**src/rtl/cpu_pkg.sv**
```systemverilog
// rtl/cpu_pkg.sv - shared opcode/funct constants, instruction classes and pipeline stage record
package cpu_pkg;

    localparam logic [5:0] OP_LW    = 6'b001110;
    localparam logic [5:0] OP_SW    = 6'b001111;
    localparam logic [5:0] OP_RTYPE = 6'b001101;

    localparam logic [5:0] FN_ADD = 6'b100000;
    localparam logic [5:0] FN_SUB = 6'b100010;
    localparam logic [5:0] FN_AND = 6'b100100;
    localparam logic [5:0] FN_OR  = 6'b100101;
    localparam logic [5:0] FN_MUL = 6'b110010;

    typedef enum logic [2:0] {
        CLS_NOP   = 3'd0,
        CLS_ALU   = 3'd1,
        CLS_MUL   = 3'd2,
        CLS_LOAD  = 3'd3,
        CLS_STORE = 3'd4
    } cls_e;

    // rd is forced to zero for anything that does not write, so rd != 0 means "pending write"
    typedef struct packed {
        logic       valid;
        cls_e       cls;
        logic [4:0] rd;
    } stage_t;

    localparam stage_t STAGE_BUBBLE = '{valid: 1'b0, cls: CLS_NOP, rd: 5'd0};

    function automatic logic stage_hit(input stage_t s, input logic src_v, input logic [4:0] src);
        return src_v && s.valid && (s.rd == src);
    endfunction

endpackage

```
**src/rtl/issue_sequencer_if.sv**
```systemverilog
// rtl/issue_sequencer_if.sv - decode-side handshake and EX/MEM/WB control bundle
interface issue_sequencer_if;
    logic        instr_valid;
    logic [31:0] instr;
    logic        issue;
    logic        stall;
    logic        ex_mul_start;
    logic        ex_busy;
    logic        mem_re;
    logic        mem_we;
    logic        wb_we;
    logic [4:0]  wb_rd;

    modport slave (
        input  instr_valid, instr,
        output issue, stall, ex_mul_start, ex_busy, mem_re, mem_we, wb_we, wb_rd
    );

    modport master (
        output instr_valid, instr,
        input  issue, stall, ex_mul_start, ex_busy, mem_re, mem_we, wb_we, wb_rd
    );
endinterface

```
**src/rtl/issue_decode.sv**
```systemverilog
// rtl/issue_decode.sv - combinational class, source-valid and destination extraction
import cpu_pkg::*;

module issue_decode (
    input  logic [31:0] instr,
    output cls_e        cls,
    output logic [4:0]  rs,
    output logic [4:0]  rt,
    output logic        rs_v,
    output logic        rt_v,
    output logic [4:0]  rd
);
    logic [5:0] opcode;
    logic [5:0] funct;
    logic       rs_used;
    logic       rt_used;

    assign opcode = instr[31:26];
    assign funct  = instr[5:0];
    assign rs     = instr[25:21];
    assign rt     = instr[20:16];
    // r0 as a source never creates a dependency
    assign rs_v   = rs_used && (rs != 5'd0);
    assign rt_v   = rt_used && (rt != 5'd0);

    always_comb begin
        cls     = CLS_NOP;
        rs_used = 1'b0;
        rt_used = 1'b0;
        rd      = 5'd0;
        case (opcode)
            OP_LW: begin
                cls     = CLS_LOAD;
                rs_used = 1'b1;
                rd      = instr[20:16];
            end
            OP_SW: begin
                cls     = CLS_STORE;
                rs_used = 1'b1;
                rt_used = 1'b1;
            end
            OP_RTYPE: begin
                case (funct)
                    FN_ADD, FN_SUB, FN_AND, FN_OR: begin
                        cls     = CLS_ALU;
                        rs_used = 1'b1;
                        rt_used = 1'b1;
                        rd      = instr[15:11];
                    end
                    FN_MUL: begin
                        cls     = CLS_MUL;
                        rs_used = 1'b1;
                        rt_used = 1'b1;
                        rd      = instr[15:11];
                    end
                    default: ;
                endcase
            end
            default: ;
        endcase
    end
endmodule

```
**src/rtl/issue_sequencer.sv**
```systemverilog
// rtl/issue_sequencer.sv - in-order issue with RAW stall and MUL hold; ISSUE_WB_BYPASS_EN drops WB from the hazard check
import cpu_pkg::*;

module issue_sequencer #(
    parameter int MUL_CYCLES = 4
) (
    input  logic              clk,
    input  logic              rst,
    issue_sequencer_if.slave  bus
);
    localparam int CW = $clog2(MUL_CYCLES);
    localparam logic [CW-1:0] MUL_LOAD = CW'(MUL_CYCLES - 1);

    stage_t        ex_q, ex_d, mem_q, mem_d, wb_q, wb_d;
    logic [CW-1:0] cnt_q, cnt_d;

    cls_e       dec_cls;
    logic [4:0] dec_rs, dec_rt, dec_rd;
    logic       dec_rs_v, dec_rt_v;

    issue_decode u_decode (
        .instr (bus.instr),
        .cls   (dec_cls),
        .rs    (dec_rs),
        .rt    (dec_rt),
        .rs_v  (dec_rs_v),
        .rt_v  (dec_rt_v),
        .rd    (dec_rd)
    );

    logic ex_hold, hazard, wb_hazard, stall, issue;

`ifdef ISSUE_WB_BYPASS_EN
    // register file writes before it reads, so the WB producer is already visible
    assign wb_hazard = 1'b0;
`else
    assign wb_hazard = stage_hit(wb_q, dec_rs_v, dec_rs) || stage_hit(wb_q, dec_rt_v, dec_rt);
`endif

    assign hazard = stage_hit(ex_q,  dec_rs_v, dec_rs) || stage_hit(ex_q,  dec_rt_v, dec_rt) ||
                    stage_hit(mem_q, dec_rs_v, dec_rs) || stage_hit(mem_q, dec_rt_v, dec_rt) ||
                    wb_hazard;

    assign ex_hold = ex_q.valid && (ex_q.cls == CLS_MUL) && (cnt_q != '0);
    assign stall   = bus.instr_valid && (hazard || ex_hold);
    assign issue   = bus.instr_valid && !stall;

    always_comb begin
        ex_d  = ex_q;
        mem_d = ex_q;
        wb_d  = mem_q;
        cnt_d = cnt_q;
        if (ex_hold) begin
            cnt_d = cnt_q - 1'b1;
            mem_d = STAGE_BUBBLE;
        end else if (issue) begin
            ex_d  = '{valid: 1'b1, cls: dec_cls, rd: dec_rd};
            cnt_d = (dec_cls == CLS_MUL) ? MUL_LOAD : '0;
        end else begin
            ex_d  = STAGE_BUBBLE;
            cnt_d = '0;
        end
    end

    always_ff @(posedge clk) begin
        if (rst) begin
            ex_q  <= STAGE_BUBBLE;
            mem_q <= STAGE_BUBBLE;
            wb_q  <= STAGE_BUBBLE;
            cnt_q <= '0;
        end else begin
            ex_q  <= ex_d;
            mem_q <= mem_d;
            wb_q  <= wb_d;
            cnt_q <= cnt_d;
        end
    end

    assign bus.stall        = stall;
    assign bus.issue        = issue;
    assign bus.ex_busy      = ex_hold;
    // counter only equals its load value in the first EX cycle of a MUL
    assign bus.ex_mul_start = ex_q.valid && (ex_q.cls == CLS_MUL) && (cnt_q == MUL_LOAD);
    assign bus.mem_re       = mem_q.valid && (mem_q.cls == CLS_LOAD);
    assign bus.mem_we       = mem_q.valid && (mem_q.cls == CLS_STORE);
    assign bus.wb_we        = wb_q.valid && (wb_q.rd != 5'd0);
    assign bus.wb_rd        = bus.wb_we ? wb_q.rd : 5'd0;
endmodule
```
**src/flat_wrapper.sv**
```systemverilog
// flat-port wrapper written by rule: the top's interface ports become plain ports
module issue_sequencer_flat 
#(
    parameter int MUL_CYCLES = 4
)
  (clk, rst, bus_instr_valid, bus_instr, bus_issue, bus_stall, bus_ex_mul_start, bus_ex_busy, bus_mem_re, bus_mem_we, bus_wb_we, bus_wb_rd);
  issue_sequencer_if bus_i ();
  input  logic clk;
  input  logic rst;
  input wire logic [$bits(bus_i.instr_valid)-1:0] bus_instr_valid;
  input wire logic [$bits(bus_i.instr)-1:0] bus_instr;
  output wire logic [$bits(bus_i.issue)-1:0] bus_issue;
  output wire logic [$bits(bus_i.stall)-1:0] bus_stall;
  output wire logic [$bits(bus_i.ex_mul_start)-1:0] bus_ex_mul_start;
  output wire logic [$bits(bus_i.ex_busy)-1:0] bus_ex_busy;
  output wire logic [$bits(bus_i.mem_re)-1:0] bus_mem_re;
  output wire logic [$bits(bus_i.mem_we)-1:0] bus_mem_we;
  output wire logic [$bits(bus_i.wb_we)-1:0] bus_wb_we;
  output wire logic [$bits(bus_i.wb_rd)-1:0] bus_wb_rd;
  assign bus_i.instr_valid = bus_instr_valid;
  assign bus_i.instr = bus_instr;
  assign bus_issue = bus_i.issue;
  assign bus_stall = bus_i.stall;
  assign bus_ex_mul_start = bus_i.ex_mul_start;
  assign bus_ex_busy = bus_i.ex_busy;
  assign bus_mem_re = bus_i.mem_re;
  assign bus_mem_we = bus_i.mem_we;
  assign bus_wb_we = bus_i.wb_we;
  assign bus_wb_rd = bus_i.wb_rd;
  issue_sequencer #(.MUL_CYCLES(MUL_CYCLES)) u_core (.clk(clk), .rst(rst), .bus(bus_i));
endmodule
```
**config.mk**
```make
export PLATFORM = sky130hd
export DESIGN_NAME = issue_sequencer_flat
export DESIGN_NICKNAME = d
export VERILOG_FILES = /design/src/rtl/cpu_pkg.sv /design/src/rtl/issue_sequencer_if.sv /design/src/rtl/issue_decode.sv /design/src/rtl/issue_sequencer.sv /design/src/flat_wrapper.sv
export SDC_FILE = /design/constraint.sdc
export NUM_CORES = 1
export LEC_CHECK = 0
export ABC_CLOCK_PERIOD_IN_PS = 2450
export BUFFER_PORTS_ARGS = -buffer_cell sky130_fd_sc_hd__buf_2
export CAP_MARGIN = 20
export CORE_MARGIN = 10
export CORE_UTILIZATION = 26
export CTS_CLUSTER_SIZE = 8
export DETAILED_ROUTE_END_ITERATION = 16
export SLEW_MARGIN = 20
export SYNTH_ARGS = -nofsm -noshare
export SYNTH_HDL_FRONTEND = slang
export SYNTH_HIERARCHICAL = 1
export SYNTH_SLANG_ARGS = --single-unit
```
**constraint.sdc**
```tcl
create_clock -name clk -period 2.45 [get_ports clk]
set_input_delay 0.245 -clock clk [delete_from_list [all_inputs] [get_ports clk]]
set_output_delay 0.245 -clock clk [all_outputs]
set_load 0.03 [all_outputs]
```
# After elaboration in Yosys (flattened, before gate mapping)
# Cells that the tools add are included.
totals:
  inputBits: 35
  output_inout_bits: 12
  elab_cells: 78
  ff_bits: 26
classes:
  n_reduce_logical: 37
  n_addsub: 1
  n_eq_ne: 19
  muxes: 12
ops:
  columns: ["operator", "n"]
  rows:
  - ["$eq 5x5->1", 6]
  - ["$eq 6x6->1 const B", 5]
  - ["$logic_and 1x1->1", 22]
  - ["$eq 6x4->1 const B", 3]
  - ["$reduce_bool 5->1", 3]
  - ["$mux 5", 2]
  - ["$pmux 5 s2", 1]
  - ["$eq 3x2->1 const B", 3]
  - ["$mux 9", 1]
  - ["$pmux 3 s3", 1]
  - ["$logic_or 1x1->1", 6]
  - ["$mux 2", 3]
  - ["$reduce_or 5->1", 1]
  - ["$pmux 1 s2", 2]
  - ["$pmux 2 s2", 1]
  - ["$reduce_or 2->1", 2]
  - ["$reduce_or 4->1", 1]
  - ["$eq 3x3->1 const B", 1]
  - ["$eq 2x2->1 const B", 1]
  - ["$reduce_bool 2->1", 1]
  - ["$sub 2x1->2 const B", 1]
  - ["$logic_not 1->1", 1]
  - ["$mux 1", 1]

# Logic depth before layout (Yosys ltp)
# Gate-level depths: netlist of the first run.
logic_depth:
  ltp_word: 17
  ltp_mapped: 7
  depth_no_buf: 7

# Cells and area by module
# The synthesis of the first run kept the hierarchy.
by_module_without_submodules:
  columns: ["module", "seq_area_each_um2", "area_per_inst_um2", "cells_per_inst", "instances"]
  rows:
  - ["issue_sequencer", 520.5, 1296.2, 126, 1]
  - ["issue_decode", 0.0, 305.3, 37, 1]

# Least setup slack after synthesis of the first run
# No wires, ideal clock.
synth_timing:
  path_kind: "input port to output port"
  start: "in bus_instr[19]"
  end: "out bus_issue"
  arrival_ns: 2.004
  stages: 7
  required_ns: 2.205
  n_path_buf: 0
  path_slack_ns: 0.201
  cell_sequence: "or4_1 -> o211ai_2 -> nor2_1 -> nand3_1 -> o22ai_4 -> or3_1 -> nor2_1"
synth_via:
  elab_chain_len: 12
  word_cells_on_any_way: 20
  classes_between: "3 x eq/ne; 17 x reduce/logical"
synth_lines:
  columns: ["item", "line_no", "text"]
  rows:
  - ["start: declaration", "flat_wrapper.sv:11", "input wire logic [$bits(bus_i.instr)-1:0] bus_instr;"]
  - ["$reduce_bool 5->1 *", "issue_decode.sv:24", "assign rt_v = rt_used && (rt != 5'd0);"]
  - ["$logic_and 1x1->1 *", "issue_decode.sv:24", null]
  - ["named net u_core.dec_rt_v", "issue_sequencer.sv:19", "logic dec_rs_v, dec_rt_v;"]
  - ["$logic_and 1x1->1 (2 in a row)", "cpu_pkg.sv:32", "return src_v && s.valid && (s.rd == src);"]
  - ["$logic_or 1x1->1 (2 in a row)", "issue_sequencer.sv:40", "assign hazard = stage_hit(ex_q, dec_rs_v, dec_rs) || stage_hit(ex_q, dec_rt_v, dec_rt) ||"]
  - ["$logic_or 1x1->1", "issue_sequencer.sv:41", "stage_hit(mem_q, dec_rs_v, dec_rs) || stage_hit(mem_q, dec_rt_v, dec_rt) ||"]
  - ["$logic_or 1x1->1 *", "issue_sequencer.sv:41", null]
  - ["$logic_or 1x1->1 *", "issue_sequencer.sv:45", "assign stall = bus.instr_valid && (hazard || ex_hold);"]
  - ["$logic_and 1x1->1 *", "issue_sequencer.sv:45", null]
  - ["$logic_not 1->1 *", "issue_sequencer.sv:46", "assign issue = bus.instr_valid && !stall;"]
  - ["$logic_and 1x1->1 *", "issue_sequencer.sv:46", null]
  - ["end: declaration", "flat_wrapper.sv:12", "output wire logic [$bits(bus_i.issue)-1:0] bus_issue;"]
# The timed path passes the listed nets; every way through them passes the cells marked *.

# Worst setup path in the final report of the first run
layout_timing:
  start: "in bus_instr[21]"
  end: "out bus_stall"
layout_via:
  elab_chain_len: 10
  word_cells_on_any_way: 18
  classes_between: "3 x eq/ne; 15 x reduce/logical"
layout_lines:
  columns: ["item", "line_no", "text"]
  rows:
  - ["$reduce_bool 5->1 *", "issue_decode.sv:23", "assign rs_v = rs_used && (rs != 5'd0);"]
  - ["$logic_and 1x1->1 *", "issue_decode.sv:23", null]
  - ["named net u_core.dec_rs_v", "issue_sequencer.sv:19", null]
  - ["$logic_and 1x1->1 (2 in a row)", "cpu_pkg.sv:32", null]
  - ["$logic_or 1x1->1 (2 in a row)", "issue_sequencer.sv:40", null]
  - ["$logic_or 1x1->1", "issue_sequencer.sv:41", null]
  - ["$logic_or 1x1->1 *", "issue_sequencer.sv:41", null]
  - ["$logic_or 1x1->1 *", "issue_sequencer.sv:45", null]
  - ["$logic_and 1x1->1 *", "issue_sequencer.sv:45", null]
  - ["end: declaration", "flat_wrapper.sv:13", "output wire logic [$bits(bus_i.stall)-1:0] bus_stall;"]
# Marks and branches as above.

==> impl_summary.log, run 1 <==
[metrics] commonest non-fill, non-tap cell in the layout: sky130_fd_sc_hd__buf_2
[metrics] cells taking the most area after synthesis: sky130_fd_sc_hd__dfxtp_1 (33%), sky130_fd_sc_hd__xnor2_1 (16%), sky130_fd_sc_hd__and2_1 (5.1%)
[metrics] DR DRC count: 0
[metrics] fraction of power consumed by the clock network: 0.307
[metrics] required time at the worst-slack endpoint: 2.20 ns
[metrics] Switching Fraction: 0.239
[metrics] Internal Pwr Total: 0.591 mW
[metrics] status: complete, no violations
[metrics] Max Freq: 423 MHz
[metrics] worst reg-to-reg setup slack: 0.85 ns
[metrics] Initial Utilization: 0.269
[metrics] count of distinct cell types in the synthesized netlist: 46
[metrics] buffers added on ports: 41
[metrics] clock sink count: 26
[metrics] CP startpoint kind: input port
[metrics] TritonCTS clock tree: yes
[metrics] top cell family by delay on the critical path: simple AND/OR/NAND/NOR gates
[metrics] Final HPWL DP: 3.28 mm
[metrics] total of endpoints with negative setup slack in the final report: 0
[metrics] die outline height: 98.5 um
[metrics] routed vias/inst: 4.62
[metrics] most frequent cells in the layout: sky130_fd_sc_hd__buf_2 (41), sky130_fd_sc_hd__xnor2_1 (30), sky130_fd_sc_hd__dfxtp_1 (26)
[metrics] post-route fraction of the period consumed by the critical path: 0.965
[metrics] Worst Hold Depth: 3
[metrics] register area share after synthesis: 0.325
[metrics] number of diodes: 0
[metrics] Hold-fix buffers, CTS: 0
[metrics] CP Class: input port to primary output
[metrics] routed vias: 1308
[metrics] capture endpoint of the worst hold path: u_core/ex_q[8]
[metrics] remaining number of nets flagged by the antenna check after routing: 0
[metrics] unrepaired setup endpoints after global routing: no
[metrics] initial antenna violation count: 0
[metrics] slowest stage delay, CP: 0.54 ns
[metrics] cell with the largest stage delay on the worst path: sky130_fd_sc_hd__or4_4
[metrics] pre-CTS setup slack: 0.0398 ns
[metrics] fraction of final layout cells sized beyond drive strength 1: 0.365
[metrics] clock latency at the later pin of the worst-skew pair: 0.27 ns
[metrics] initial detailed-routing violation count: 66
[metrics] Worst R2R Path Depth: 7
[metrics] setup slack of the critical path after layout: 0.0863 ns
[metrics] Overall Power: 0.776 mW
[metrics] type of the tightest min-delay check: input port to flip-flop
[metrics] number of placed I/O pins: 47
[metrics] H-tree depth reported by CTS: 1
[metrics] reg-to-reg endpoint: u_core/ex_q[0]
[metrics] share of power burned in combinational logic: 0.142
[metrics] die extent in x: 98.5 um
[metrics] largest fanout of any net on the critical path: 3
[metrics] cell type with the highest aggregate area in the netlist: sky130_fd_sc_hd__dfxtp_1
[metrics] Sequential Power Share: 0.551
[metrics] number of storage elements in the synthesis netlist: 26
[metrics] most used flip-flop cell after synthesis: sky130_fd_sc_hd__dfxtp_1
[metrics] Yosys warnings: 6
[metrics] most frequent cell on the critical path: sky130_fd_sc_hd__buf_2
[metrics] number of enable flip-flop cells after synthesis: 0
[metrics] synth-to-layout area growth: 22.5%
[metrics] reg-to-reg critical path startpoint: u_core/wb_q[1]
[metrics] vias in the first global route: 1439
[metrics] pin count of the biggest net entering global routing: 14
[metrics] Root Driver: sky130_fd_sc_hd__clkbuf_8
[metrics] number of clock buffers inserted by TritonCTS: 3
[metrics] Slew Limit Fails: 0
[metrics] setup tns final: 0 ns
[metrics] buffer depth of the longest clock path: 2
[metrics] arrival time reported for the critical path endpoint: 2.12 ns
[metrics] areal power density over the cells: 396 mW/mm^2
[metrics] count of filler cells inserted in the layout: 628
[metrics] max capacitance violation total: 0
[metrics] detailed-router iteration count before antenna repair: 4
[metrics] clock slew at the register clock pins of the worst setup and hold paths: 0.08 ns
[metrics] Die Outline Area: 0.00970 sq mm
[metrics] final hold viol count: 0
[metrics] total congestion overflow after global routing: 0
[metrics] area of the mapped netlist: 0.00160 sq mm
[metrics] GPL Wtd Cong: 0.793
[metrics] post-route clock skew: 0.00539 ns
[metrics] overall fraction of global-route tracks in use: 0.0815
[metrics] power dissipated by switching net loads: 0.186 mW
[metrics] count of buffer and inverter cells on the critical path: 2
[metrics] Leak Pwr: 0.773 nW
[metrics] Post-Syn Instances: 163
[metrics] top cell type's share of synthesized area: 0.325
[metrics] cell-by-cell trace of the critical path: buf_2 > or4_4 > o221ai_1 > nor2_2 > nand3_1 > o22ai_2 > or3_1 > o21a_1 > buf_2
[metrics] Core Area: 0.00596 sq mm
[metrics] first-pass GRT wire length: 6.76 mm
[metrics] nets@finish: 247
[metrics] final routed wirelength across all metal layers: 3.82 mm
[metrics] Final Critical Period: 2.36 ns
[metrics] Placement Rows: 28
[metrics] hold path start: bus_instr_valid
[metrics] maximum vdd drop: 0.000180 V
[metrics] slew of the pin with the lowest slew margin: 0.369 ns
[metrics] Mapped Avg Cell Area: 9.83 sq um
[metrics] post-synth net total: 200
[metrics] routed len/inst: 13.5 um
[metrics] element type at the critical path end: primary output
[metrics] tightest slew margin relative to the limit: 0.753
[metrics] fraction of registers with async set/reset: 0
## synthesized netlist by cell type (4+ instances only)
cell / count
sky130_fd_sc_hd__nor2_1: 7
sky130_fd_sc_hd__nand4_1: 4
sky130_fd_sc_hd__inv_1: 4
sky130_fd_sc_hd__xnor2_1: 30
sky130_fd_sc_hd__and2_1: 13
sky130_fd_sc_hd__nor2b_1: 8
sky130_fd_sc_hd__a22o_1: 6
sky130_fd_sc_hd__dfxtp_1: 26
sky130_fd_sc_hd__nand3_1: 6
sky130_fd_sc_hd__buf_4: 10
sky130_fd_sc_hd__a22o_2: 4
## worst max path at each step
stage / startpoint / end / slack, ns / cells past startpoint
2_1_floorplan: bus_instr[19] / bus_issue / 0.20 / 7
3_3_place_gp: bus_instr[21] / bus_stall / 0.05 / 9
3_5_place_dp: bus_instr[21] / bus_stall / 0.04 / 9
4_1_cts: bus_instr[21] / bus_stall / 0.04 / 9
5_1_grt: bus_instr[21] / bus_stall / 0.0009 / 9
6_report: bus_instr[21] / bus_stall / 0.09 / 9
## timing repair
action                                  in CTS  in global routing
setup buffers                                0                  0
gates resized for setup                      0                  3
endpoints found under the setup margin       0                  2
## metal layers
| metal | vias up | GRT usage | wire [um] | share of wire |
|---|---|---|---|---|
| met3 | 6 | 0.0258 | 279 | 0.073 |
| li1 | 669 | - | - | - |
| met1 | 589 | 0.0948 | 1760 | 0.46 |
| met4 | 0 | 0.0375 | 81 | 0.021 |
| met2 | 44 | 0.133 | 1690 | 0.44 |
| met5 | - | 0 | 0 | 0 |
## area by class of cell
class	instances	area, sq um	area share
multi-input combinational	122	996	0.508
sequential	26	520	0.265
timing repair buffer	53	295	0.151
tap	75	93.8	0.0478
clock buffer	3	41.3	0.0210
inverter	4	15.0	0.00765
## sequential cells by signal, indices dropped and copies added, names as in the netlist
name          cells
u_core/mem_q      9
u_core/ex_q       9
u_core/wb_q       6
u_core/cnt_q      2
## per-stage QoR
stage          area [sq um]  hold WS [ns]   util  cells
5_1_grt                1960         0.268  0.329    283
6_report               1960         0.250  0.329    283
4_1_cts                1950         0.247  0.328    283
2_1_floorplan          1600         0.395      -    163
3_5_place_dp           1910         0.460  0.321    280
3_3_place_gp           1910         0.460  0.321    280
## logic make-up (layout without fill, tap and decap cells)
family,Yosys count,count (layout),share of synthesized area
compound gates,25,25,0.148
flops,26,26,0.325
simple gates,64,64,0.283
buf+inv,15,60,0.0586
fa+ha+maj,2,2,0.0156
mux,1,1,0.00625
xor+xnor,30,30,0.164
## worst reg2reg max path, cell delays in order, from the launching register on
cell and delay [ns]:
sky130_fd_sc_hd__dfxtp_1 0.43, sky130_fd_sc_hd__xnor2_1 0.17, sky130_fd_sc_hd__nand4_2 0.17, sky130_fd_sc_hd__o22ai_4 0.15
sky130_fd_sc_hd__buf_4 0.15, sky130_fd_sc_hd__nor4b_4 0.04, sky130_fd_sc_hd__buf_4 0.16, sky130_fd_sc_hd__a22o_1 0.23
## power by group through the flow
| stage | combinational (mW) | sequential [mW] | clock [mW] |
|---|---|---|---|
| 2_1_floorplan | 0.0692 | 0.437 | 0 |
| 3_3_place_gp | 0.109 | 0.438 | 0 |
| 3_5_place_dp | 0.110 | 0.438 | 0 |
| 4_1_cts | 0.110 | 0.428 | 0.246 |
| 5_1_grt | 0.122 | 0.429 | 0.259 |
| 6_report | 0.110 | 0.428 | 0.238 |
No activity file was read; power rests on OpenSTA's default activity.
==> run 2, diff against run 1 <==
--- a/config.mk
+++ b/config.mk
@@ -8,10 +8,13 @@
 export ABC_CLOCK_PERIOD_IN_PS = 2450
 export BUFFER_PORTS_ARGS = -buffer_cell sky130_fd_sc_hd__buf_2
 export CAP_MARGIN = 20
+export CELL_PAD_IN_SITES_DETAIL_PLACEMENT = 1
+export CELL_PAD_IN_SITES_GLOBAL_PLACEMENT = 2
 export CORE_MARGIN = 10
 export CORE_UTILIZATION = 26
 export CTS_CLUSTER_SIZE = 8
 export DETAILED_ROUTE_END_ITERATION = 16
+export PLACE_DENSITY_LB_ADDON = 0.1
 export SLEW_MARGIN = 20
 export SYNTH_ARGS = -nofsm -noshare
 export SYNTH_HDL_FRONTEND = slang
==> impl_summary.log, run 2 (synthesized netlist as in run 1, its figures left out) <==
[metrics] most frequent cells in the layout: sky130_fd_sc_hd__buf_2 (41), sky130_fd_sc_hd__xnor2_1 (30), sky130_fd_sc_hd__dfxtp_1 (26)
[metrics] Max Freq: 425 MHz
[metrics] final hold viol count: 0
[metrics] Hold-fix buffers, CTS: 0
[metrics] slowest stage delay, CP: 0.54 ns
[metrics] element type at the critical path end: primary output
[metrics] overall fraction of global-route tracks in use: 0.0974
[metrics] fraction of power consumed by the clock network: 0.393
[metrics] clock sink count: 26
[metrics] share of power burned in combinational logic: 0.126
[metrics] cell-by-cell trace of the critical path: buf_2 > or4_1 > o221ai_1 > nor2_2 > nand3_1 > o22ai_2 > or3_1 > o21a_1 > buf_2
[metrics] routed vias: 1320
[metrics] synth-to-layout area growth: 23.5%
[metrics] die extent in x: 98.5 um
[metrics] total of endpoints with negative setup slack in the final report: 0
[metrics] Final Critical Period: 2.35 ns
[metrics] DR DRC count: 0
[metrics] Switching Fraction: 0.216
[metrics] fraction of final layout cells sized beyond drive strength 1: 0.356
[metrics] final instance area: 0.00198 sq mm
[metrics] die outline height: 98.5 um
[metrics] unrepaired setup endpoints after global routing: no
[metrics] count of filler cells inserted in the layout: 719
[metrics] clock slew at the register clock pins of the worst setup and hold paths: 0.09 ns
[metrics] first-pass GRT wire length: 7.85 mm
[metrics] Internal Pwr Total: 0.697 mW
[metrics] Leak Pwr: 0.781 nW
[metrics] post-route fraction of the period consumed by the critical path: 0.961
[metrics] slew of the pin with the lowest slew margin: 0.397 ns
[metrics] maximum vdd drop: 0.000193 V
[metrics] storage element area: 520 sq um
[metrics] vias in the first global route: 1552
[metrics] arrival time reported for the critical path endpoint: 2.11 ns
[metrics] quantity of gates resized following cts: 0
[metrics] buffer depth of the longest clock path: 2
[metrics] area of placed instances: 0.00190 sq mm
[metrics] Die Outline Area: 0.00970 sq mm
[metrics] Slew Limit Fails: 0
[metrics] commonest non-fill, non-tap cell in the layout: sky130_fd_sc_hd__buf_2
[metrics] max capacitance violation total: 0
[metrics] CP startpoint kind: input port
[metrics] setup tns final: 0 ns
[metrics] pin count of the biggest net entering global routing: 16
[metrics] required time at the worst-slack endpoint: 2.20 ns
[metrics] largest registers in the final layout: u_core/ex_q: 9 flops, u_core/mem_q: 9 flops, u_core/wb_q: 6 flops
[metrics] Final HPWL DP: 3.94 mm
[metrics] initial detailed-routing violation count: 24
[metrics] buffers added on ports: 41
[metrics] clock latency at the later pin of the worst-skew pair: 0.27 ns
[metrics] number of clock buffers inserted by TritonCTS: 3
[metrics] total congestion overflow after global routing: 0
[metrics] cell with the largest stage delay on the worst path: sky130_fd_sc_hd__or4_1
[metrics] number of diodes: 0
[metrics] post-CTS setup-driven buffer insertion count: 0
[metrics] routed len/inst: 16.3 um
[metrics] power dissipated by switching net loads: 0.192 mW
[metrics] final routed wirelength across all metal layers: 4.60 mm
[metrics] area of combinational cells with multiple inputs: 990 sq um
[metrics] Placement Rows: 28
[metrics] TritonCTS clock tree: yes
[metrics] Initial Utilization: 0.269
[metrics] tightest slew margin relative to the limit: 0.735
[metrics] post-route clock skew: 0.00144 ns
[metrics] detailed-router iteration count before antenna repair: 4
[metrics] largest fanout of any net on the critical path: 3
[metrics] type of the tightest min-delay check: input port to flip-flop
[metrics] Sequential Power Share: 0.481
[metrics] status: complete, no violations
[metrics] remaining number of nets flagged by the antenna check after routing: 0
[metrics] areal power density over the cells: 450 mW/mm^2
[metrics] CP Class: input port to primary output
[metrics] H-tree depth reported by CTS: 1
[metrics] minimum hold slack: 0.265 ns
[metrics] routed vias/inst: 4.66
[metrics] Root Driver: sky130_fd_sc_hd__clkbuf_8
[metrics] nets@finish: 246
[metrics] GPL Wtd Cong: 0.772
[metrics] top cell family by delay on the critical path: simple AND/OR/NAND/NOR gates
[metrics] initial antenna violation count: 0
[metrics] count of buffer and inverter cells on the critical path: 2
[metrics] most frequent cell on the critical path: sky130_fd_sc_hd__buf_2
[metrics] number of placed I/O pins: 47
[metrics] Core Area: 0.00596 sq mm
-- run 2: layer usage --
metal / vias to the layer above / part of all wire / track usage / wire length (um)
met5: - / 0 / 0 / 0
met4: 0 / 0.012 / 0.0331 / 53
met3: 4 / 0.056 / 0.0251 / 256
met2: 40 / 0.47 / 0.158 / 2150
met1: 611 / 0.47 / 0.121 / 2140
li1: 665 / - / - / -
-- run 2: final timing paths --
path / cells after the start / slack [ns] / from / end
min: 3 / 0.26 / bus_instr_valid / u_core/ex_q[8]
min reg2reg: 1 / 0.48 / u_core/ex_q[6] / u_core/mem_q[6]
max: 9 / 0.1 / bus_instr[21] / bus_stall
max reg2reg: 7 / 0.78 / u_core/ex_q[0] / u_core/ex_q[1]
-- run 2: metrics by stage --
| step | cells | setup slack (ns) | power (mW) | utilization |
|---|---|---|---|---|
| global route | 283 | 0.000875 | 0.935 | 0.332 |
| finish | 283 | 0.0961 | 0.889 | 0.332 |
| CTS | 283 | 0.0632 | 0.904 | 0.332 |
| floorplan | 163 | 0.201 | 0.506 | - |
| global placement | 279 | 0.0818 | 0.547 | 0.320 |
| detailed placement | 279 | 0.0680 | 0.551 | 0.320 |
-- run 2: worst reg2reg max path, stage by stage, from the launching register on --
cell and delay, ns:
sky130_fd_sc_hd__dfxtp_1 0.43, sky130_fd_sc_hd__xnor2_1 0.15, sky130_fd_sc_hd__nand4_1 0.14, sky130_fd_sc_hd__o22ai_1 0.24
sky130_fd_sc_hd__buf_4 0.17, sky130_fd_sc_hd__nor4b_4 0.04, sky130_fd_sc_hd__buf_4 0.16, sky130_fd_sc_hd__a22o_1 0.23
-- run 2: final cells by class --
cell class / instances / area share
multi-input cells: 122 / 0.500
inverters: 4 / 0.00759
flip-flops and latches: 26 / 0.263
well taps: 75 / 0.0474
repair buffers: 52 / 0.145
clock buffers: 3 / 0.0209
clock inverters: 1 / 0.0152
-- run 2: power by group through the flow --
stage | sequential [mW] | clock [mW] | combinational [mW]
final | 0.428 | 0.349 | 0.112
after global routing | 0.429 | 0.383 | 0.123
after CTS | 0.428 | 0.362 | 0.114
after detailed placement | 0.438 | 0 | 0.113
after global placement | 0.438 | 0 | 0.109
after floorplan | 0.437 | 0 | 0.0692
